$ cat config.mk
export PLATFORM = sky130hd
export DESIGN_NAME = hemaia_clock_divider_programmer_flat
export DESIGN_NICKNAME = d
export VERILOG_FILES = /design/src/rtl/hemaia_clk_rst_pkg.sv /design/src/rtl/hemaia_clock_divider_programmer_if.sv /design/src/rtl/hemaia_clock_settle_timer.sv /design/src/rtl/hemaia_clock_divider_programmer.sv /design/src/flat_wrapper.sv
export SDC_FILE = /design/constraint.sdc
export NUM_CORES = 1
export LEC_CHECK = 0
export ABC_AREA = 1
export BUFFER_PORTS_ARGS = -buffer_cell sky130_fd_sc_hd__clkbuf_2
export CORE_ASPECT_RATIO = 0.6
export CORE_UTILIZATION = 41
export CTS_CLUSTER_SIZE = 14
export DETAILED_ROUTE_END_ITERATION = 10
export PLACE_DENSITY = 0.66
export SLEW_MARGIN = 40
export SYNTH_ARGS = -nofsm -noshare
export SYNTH_HDL_FRONTEND = slang
export SYNTH_SLANG_ARGS = --single-unit
$ cat constraint.sdc
create_clock -name clk_i -period 2.65 [get_ports clk_i]
set_input_delay 0.265 -clock clk_i [delete_from_list [all_inputs] [get_ports clk_i]]
set_output_delay 0.265 -clock clk_i [all_outputs]
set_load 0.02 [all_outputs]
$ cat src/rtl/hemaia_clk_rst_pkg.sv
// Shared types and helpers for the hemaia clock/reset controller.
// Contents:
//   clk_prog_state_e : states of the divider reprogramming FSM
//   max_u            : unsigned maximum, usable in constant expressions
//   settle_cycles    : settle window after a divisor change
package hemaia_clk_rst_pkg;

  typedef enum logic [2:0] {
    INIT    = 3'd0,
    IDLE    = 3'd1,
    PRE_RST = 3'd2,
    ISSUE   = 3'd3,
    SETTLE  = 3'd4,
    RELEASE = 3'd5,
    DONE    = 3'd6
  } clk_prog_state_e;

  function automatic int unsigned max_u(input int unsigned a, input int unsigned b);
    return (a > b) ? a : b;
  endfunction

  // Two periods of the slower of the old and new divided clocks, plus margin.
  // A divisor of 0 (gated clock) contributes 0.
  function automatic int unsigned settle_cycles(input int unsigned old_div,
                                                input int unsigned new_div,
                                                input int unsigned margin);
    return 2 * max_u(old_div, new_div) + margin;
  endfunction

endpackage

$ cat src/rtl/hemaia_clock_divider_programmer_if.sv
// Divisor-change request channel between the CSR logic and the divider programmer.
// Signals:
//   req_valid   : request valid (held by requester until accepted)
//   req_ready   : programmer can accept a request
//   req_divisor : requested divisor, 0 gates the clock
//   req_rst     : hold the divided domain in reset across this change
// Modports: master = requester, slave = programmer.
interface hemaia_clock_divider_programmer_if #(
  parameter int unsigned Width = 4
);

  logic             req_valid;
  logic             req_ready;
  logic [Width-1:0] req_divisor;
  logic             req_rst;

  modport master (
    output req_valid,
    output req_divisor,
    output req_rst,
    input  req_ready
  );

  modport slave (
    input  req_valid,
    input  req_divisor,
    input  req_rst,
    output req_ready
  );

endinterface

$ cat src/rtl/hemaia_clock_settle_timer.sv
// Loadable down-counter with a zero flag, used to time the programmer's wait states.
// A load of N makes zero_c rise after N cycles (N = 0 behaves as 1). The reset value is
// held raw, so the power-on window lasts ResetValue + 1 cycles.
// Ports:
//   clk_i, rst_i : clock, asynchronous active-high reset
//   load_i       : load value_i this cycle
//   value_i      : number of cycles to wait
//   zero_c       : counter has expired (combinational from the count register)
module hemaia_clock_settle_timer #(
  parameter int unsigned CntWidth   = 6,
  parameter int unsigned ResetValue = 0
) (
  input  logic                clk_i,
  input  logic                rst_i,
  input  logic                load_i,
  input  logic [CntWidth-1:0] value_i,
  output logic                zero_c
);

  logic [CntWidth-1:0] cnt_q;

  // Loaded value is pre-decremented so the owning state lasts exactly value_i cycles.
  always_ff @(posedge clk_i or posedge rst_i) begin
    if (rst_i) begin
      cnt_q <= CntWidth'(ResetValue);
    end else if (load_i) begin
      cnt_q <= (value_i == '0) ? '0 : value_i - CntWidth'(1);
    end else if (cnt_q != '0) begin
      cnt_q <= cnt_q - CntWidth'(1);
    end
  end

  assign zero_c = (cnt_q == '0);

endmodule

$ cat src/rtl/hemaia_clock_divider_programmer.sv
// Initiator side of the divider reprogramming interface. Accepts divisor-change requests,
// issues the new divisor to one hemaia clock divider with a one-cycle valid pulse, waits a
// settle window and optionally holds the divided domain in reset across the change.
// Ports:
//   clk_i, rst_i    : undivided source clock, asynchronous active-high reset
//   req             : request channel (slave side)
//   divisor_o       : divisor to the divider, changes only when divisor_valid_o pulses
//   divisor_valid_o : single-cycle divisor update pulse
//   rst_domain_o    : active-high reset request for the divided domain
//   busy_o          : a change (or power-on sequence) is in progress
//   done_o          : single-cycle pulse when a change has completed
//   cur_divisor_o   : divisor in effect after the last completed change
module hemaia_clock_divider_programmer
  import hemaia_clk_rst_pkg::*;
#(
  parameter int unsigned MaxDivisionWidth = 4,
  parameter int unsigned DefaultDivision  = 1,
  parameter int unsigned SettleMargin     = 4,
  parameter int unsigned PreResetCycles   = 2,
  parameter int unsigned PostResetCycles  = 2
) (
  input  logic                                  clk_i,
  input  logic                                  rst_i,
  hemaia_clock_divider_programmer_if.slave      req,
  output logic [MaxDivisionWidth-1:0]           divisor_o,
  output logic                                  divisor_valid_o,
  output logic                                  rst_domain_o,
  output logic                                  busy_o,
  output logic                                  done_o,
  output logic [MaxDivisionWidth-1:0]           cur_divisor_o
);

  localparam int unsigned W          = MaxDivisionWidth;
  localparam int unsigned InitCycles = 2 * DefaultDivision + SettleMargin;
  localparam int unsigned MaxLoad    = max_u(max_u(SettleMargin, PreResetCycles),
                                             max_u(PostResetCycles, InitCycles));
  localparam int unsigned CntW       = $clog2(2 * (2 ** W - 1) + MaxLoad + 1);

  clk_prog_state_e state_q, state_d;
  logic [W-1:0]    div_q, div_d;
  logic            rst_flag_q, rst_flag_d;
  logic            boot_q, boot_d;
  logic            ready_q;
  logic [W-1:0]    divisor_d, cur_d;
  logic            valid_d, rst_dom_d, done_d;
  logic            load;
  logic [CntW-1:0] load_val;
  logic            zero;

  hemaia_clock_settle_timer #(
    .CntWidth  (CntW),
    .ResetValue(InitCycles)
  ) u_timer (
    .clk_i  (clk_i),
    .rst_i  (rst_i),
    .load_i (load),
    .value_i(load_val),
    .zero_c (zero)
  );

  assign req.req_ready = ready_q;

  // Next state and next values of all registered outputs.
  always_comb begin
    state_d    = state_q;
    div_d      = div_q;
    rst_flag_d = rst_flag_q;
    boot_d     = boot_q;
    divisor_d  = divisor_o;
    cur_d      = cur_divisor_o;
    valid_d    = 1'b0;
    rst_dom_d  = rst_domain_o;
    done_d     = 1'b0;
    load       = 1'b0;
    load_val   = '0;

    unique case (state_q)
      INIT: begin
        if (zero) begin
          state_d  = RELEASE;
          load     = 1'b1;
          load_val = CntW'(PostResetCycles);
        end
      end
      IDLE: begin
        if (req.req_valid && ready_q) begin
          div_d      = req.req_divisor;
          rst_flag_d = req.req_rst;
          if (req.req_divisor == cur_divisor_o) begin
            state_d = DONE;
          end else if (req.req_rst) begin
            state_d  = PRE_RST;
            load     = 1'b1;
            load_val = CntW'(PreResetCycles);
          end else begin
            state_d = ISSUE;
          end
        end
      end
      PRE_RST: begin
        rst_dom_d = 1'b1;
        if (zero) begin
          state_d = ISSUE;
        end
      end
      ISSUE: begin
        divisor_d = div_q;
        valid_d   = 1'b1;
        load      = 1'b1;
        load_val  = CntW'(settle_cycles(32'(cur_divisor_o), 32'(div_q), SettleMargin));
        state_d   = SETTLE;
      end
      SETTLE: begin
        if (zero) begin
          if (rst_flag_q) begin
            state_d  = RELEASE;
            load     = 1'b1;
            load_val = CntW'(PostResetCycles);
          end else begin
            state_d = DONE;
          end
        end
      end
      RELEASE: begin
        if (zero) begin
          rst_dom_d = 1'b0;
          // The power-on release ends in IDLE without reporting a completed change.
          if (boot_q) begin
            boot_d  = 1'b0;
            state_d = IDLE;
          end else begin
            state_d = DONE;
          end
        end
      end
      DONE: begin
        cur_d   = div_q;
        done_d  = 1'b1;
        state_d = IDLE;
      end
      default: begin
        state_d = INIT;
      end
    endcase
  end

  // State and output registers; ready/busy follow the next state so they never lag a handshake.
  always_ff @(posedge clk_i or posedge rst_i) begin
    if (rst_i) begin
      state_q         <= INIT;
      div_q           <= W'(DefaultDivision);
      rst_flag_q      <= 1'b0;
      boot_q          <= 1'b1;
      ready_q         <= 1'b0;
      divisor_o       <= W'(DefaultDivision);
      divisor_valid_o <= 1'b0;
      rst_domain_o    <= 1'b1;
      busy_o          <= 1'b1;
      done_o          <= 1'b0;
      cur_divisor_o   <= W'(DefaultDivision);
    end else begin
      state_q         <= state_d;
      div_q           <= div_d;
      rst_flag_q      <= rst_flag_d;
      boot_q          <= boot_d;
      ready_q         <= (state_d == IDLE);
      divisor_o       <= divisor_d;
      divisor_valid_o <= valid_d;
      rst_domain_o    <= rst_dom_d;
      busy_o          <= (state_d != IDLE);
      done_o          <= done_d;
      cur_divisor_o   <= cur_d;
    end
  end

endmodule

$ cat src/flat_wrapper.sv
// flat-port wrapper written by rule: the top's interface ports become plain ports
module hemaia_clock_divider_programmer_flat import hemaia_clk_rst_pkg::*;
#(
  parameter int unsigned MaxDivisionWidth = 4,
  parameter int unsigned DefaultDivision  = 1,
  parameter int unsigned SettleMargin     = 4,
  parameter int unsigned PreResetCycles   = 2,
  parameter int unsigned PostResetCycles  = 2
)
  (clk_i, rst_i, divisor_o, divisor_valid_o, rst_domain_o, busy_o, done_o, cur_divisor_o, req_req_valid, req_req_divisor, req_req_rst, req_req_ready);
  hemaia_clock_divider_programmer_if #(.Width((4))) req_i ();
  input  logic clk_i;
  input  logic rst_i;
  output logic [MaxDivisionWidth-1:0] divisor_o;
  output logic divisor_valid_o;
  output logic rst_domain_o;
  output logic busy_o;
  output logic done_o;
  output logic [MaxDivisionWidth-1:0] cur_divisor_o;
  input wire logic [$bits(req_i.req_valid)-1:0] req_req_valid;
  input wire logic [$bits(req_i.req_divisor)-1:0] req_req_divisor;
  input wire logic [$bits(req_i.req_rst)-1:0] req_req_rst;
  output wire logic [$bits(req_i.req_ready)-1:0] req_req_ready;
  assign req_i.req_valid = req_req_valid;
  assign req_i.req_divisor = req_req_divisor;
  assign req_i.req_rst = req_req_rst;
  assign req_req_ready = req_i.req_ready;
  hemaia_clock_divider_programmer #(.MaxDivisionWidth(MaxDivisionWidth), .DefaultDivision(DefaultDivision), .SettleMargin(SettleMargin), .PreResetCycles(PreResetCycles), .PostResetCycles(PostResetCycles)) u_core (.clk_i(clk_i), .rst_i(rst_i), .req(req_i), .divisor_o(divisor_o), .divisor_valid_o(divisor_valid_o), .rst_domain_o(rst_domain_o), .busy_o(busy_o), .done_o(done_o), .cur_divisor_o(cur_divisor_o));
endmodule
==> flow_summary.toml <==
[sta]
period_share = 0.912
rsz0062_at_grt = "no"
timing.fmax_mhz = 414
setup_violations = 0
drv_slew = 0
tightestPinTransition_ps = 583
maxSlewHeadroom = 0.610
min_period_ps = 2420
clock_skew_ps = 2.50
hold_violations = 12
hold_slack_ps = -7.80
fin_setup_tns_ps = 0

[global_routing]
grt_pass1_vias = 1310
grt_max_degree = 26
grt_usage = 0.193
overflow = 0
antenna_found_initial = 0
grtUsageMet1 = 0.303
groute.layer.met2.usage = 0.262
grt_pass1_wl_mm = 6.39
use_met3 = 0.0556
busiest_layer = "met1"

[synth]
synthMuxAreaShare = 0
syn_avg_cell_area_um2 = 7.81
synth_xor_area_frac = 0.0311
synth_top_family_by_area = "simple AND/OR/NAND/NOR gates"
synthAdderAreaFrac = 0.0519
synth_simple_gate_area_frac = 0.308
ys_warn_count = 0
synth_compound_area_frac = 0.102
synth_seq_area_share = 0.421
syn_inst = 216
synth_cell_types = 30
netlist_area_mm2 = 0.00169
synth_top_area_frac = 0.297
synth_top_area_cell = "dfrtp_1"
synth.top_cells.by_area = "dfrtp_1 (30%), dfstp_2 (12%), nand2_1 (12%)"
synth_fp_nets = 231
ys_ff_latch = 28

[clock_tree]
ctsResizeCount = 0
cts_buffers = 3
cts.sinks = 28
cts_tree = "done"
ctsHoldBuffers = 0
cts_setup_buffers = 0
clk_pin_slew_ps = 100
htreeDepth = 1
cts_max_path_buffers = 2
cts_root_buf = "clkbuf_8"
clock_latency_ps = 280

[drt]
drc = 0
antenna_left = 0
via_per_inst = 5.00
wire_per_inst_um = 12.8
drtIter0Drc = 120
finalWirelength_mm = 3.72
via_count = 1455
first_pass_iters = 6

[floorplanning]
die_y_um = 51.7
ios = 21
die_area_mm2 = 0.00439
die_w_um = 84.8
core.rowCount = 17
coreArea_mm2 = 0.00381
start_util = 0.443

[worst_setup_path]
cpMostUsedCell = "nand2_2"
cp-start-kind = "register"
crit_required_ps = 2870
endpoint_kind = "register"
critPathLaunch = "u_core.cur_divisor_o[0]$_DFFE_PP1P_"
cp.arrival_ps = 2640
r2r_start = "u_core.cur_divisor_o[0]$_DFFE_PP1P_"
criticalPathCategory = "reg2reg"
worst-path-max-fanout = 6
slowest_delay_ps = 570
cp_slowest_cell = "dfstp_2"
cp_cell_sequence = "inv_1, ha_1, nand3_1, nand2_2, nand2_1, nand2_1, ha_1, nand2_2, nand2_1, inv_1, nand2_2, nand2_2, nand2_2, nand2_1, a21oi_1"

[placed_design]
gp_congestion = 0.844
post-dp-hpwl_mm = 2.93
port-buffer-count = 20

[layout]
num_antenna_cells = 0
nNetsFinal = 260
layout-drive-gt1-share = 0.250
syn_to_final_growth_pct = 15.4
fill_cells = 391

[job]
drv_cap = 0

[power_and_ir_drop]
peakVddDrop_mv = 0.470
p_leak_uw = 0.00104
p_per_area_mw_per_mm2 = 1220

[outcome]
violations = "negative hold slack"
status = "finished, violations left"

[hold_path]
min_path_type = "in2async"
routing by layer:
| layer | vias to the layer above | routed length, um |
|---|---|---|
| li1 | 748 | - |
| met4 | 0 | 13 |
| met1 | 668 | 2160 |
| met2 | 37 | 1330 |
| met5 | - | 0 |
| met3 | 2 | 212 |
through the flow:
stage | instance area [um2] | util | instances | worst slack [ps] | power (uW)
2_1_floorplan | 1690 | - | 216 | 358 | 1720
3_3_place_gp | 1880 | 0.493 | 287 | 264 | 2030
3_5_place_dp | 1880 | 0.493 | 287 | 251 | 2030
4_1_cts | 1950 | 0.512 | 291 | 199 | 2390
5_1_grt | 1950 | 0.512 | 291 | 19.4 | 2610
6_report | 1950 | 0.512 | 291 | 233 | 2390
cell families after synthesis:
logic type / Yosys count
xor+xnor: 6
flops: 28
fa+ha+maj: 7
buf+inv: 39
simple gates: 104
compound gates: 32
registers in the layout, indices dropped and copies added, names as in the netlist:
name                    cells
u_core.u_timer.cnt_q        6
u_core.cur_divisor_o        4
u_core.div_q                4
u_core.divisor_o            4
u_core.state_q              3
u_core.boot_q               1
u_core.busy_o               1
u_core.divisor_valid_o      1
u_core.done_o               1
u_core.req.req_ready        1
u_core.rst_domain_o         1
u_core.rst_flag_q           1
where the power goes:
part	total [uW]	switching, uW	internal, uW
sequential	791	153	638
combinational	1250	794	453
clock	348	145	203
cell type report:
cell class,instances,area [um2],area share
Clock buffer,3,41.3,0.0212
Clock inverter,1,30.0,0.0154
Inverter,39,146,0.0751
Multi-Input combinational cell,149,831,0.426
Sequential cell,28,711,0.365
Tap cell,47,58.8,0.0302
Timing Repair Buffer,24,130,0.0668
layout by cell type (no fill, tap or decap), types with 2 or more instances in the layout:
cell type,instances
a21oi_1,7
a31oi_1,2
buf_4,4
clkbuf_2,20
clkbuf_8,3
dfrtp_1,20
dfstp_2,8
ha_1,7
inv_1,32
inv_2,7
nand2_1,54
nand2_2,8
nand3_1,13
nand4_1,2
nor2_1,13
nor2_2,3
nor3_1,2
o21ai_0,17
o21ai_1,2
o22ai_1,2
xnor2_1,2
xor2_1,4
worst max-delay path: cells and delay by family (launching register included):
kind | cells | cell delay, ps
simple gates | 10 | 940
fa+ha+maj | 2 | 590
flops | 1 | 570
buf+inv | 2 | 130
compound gates | 1 | 130
worst paths after layout:
path                            cells after the start  slack (ps)                             endpoint
worst max-delay path                               15         230  u_core.u_timer.cnt_q[1]$_DFFE_PP1P_
worst min-delay path                                2          -8      u_core.divisor_o[2]$_DFFE_PP0P_
worst max register to register                     15         230  u_core.u_timer.cnt_q[1]$_DFFE_PP1P_
worst min register to register                      2         480            u_core.boot_q$_DFFE_PP1P_
max in group asynchronous                           3        2110          u_core.div_q[0]$_DFFE_PP1P_
min in group clk_i                                  3         210          u_core.div_q[0]$_DFFE_PP1P_
synth_stat cells:
| library cell | n |
|---|---|
| a21oi_1 | 7 |
| a31oi_1 | 2 |
| dfrtp_1 | 20 |
| dfstp_2 | 8 |
| ha_1 | 7 |
| inv_1 | 33 |
| inv_2 | 6 |
| nand2_1 | 54 |
| nand2_2 | 8 |
| nand2_4 | 1 |
| nand3_1 | 13 |
| nand3_2 | 1 |
| nand3b_1 | 1 |
| nand4_1 | 2 |
| nand4_4 | 1 |
| nor2_1 | 13 |
| nor2_2 | 3 |
| nor2_8 | 1 |
| nor3_1 | 2 |
| nor3_2 | 1 |
| nor3_4 | 1 |
| nor4_1 | 1 |
| o2111ai_1 | 1 |
| o211ai_1 | 1 |
| o21ai_0 | 18 |
| o21ai_1 | 1 |
| o22ai_1 | 2 |
| or2_4 | 1 |
| xnor2_1 | 2 |
| xor2_1 | 4 |
(Power assumes the default switching activity.)
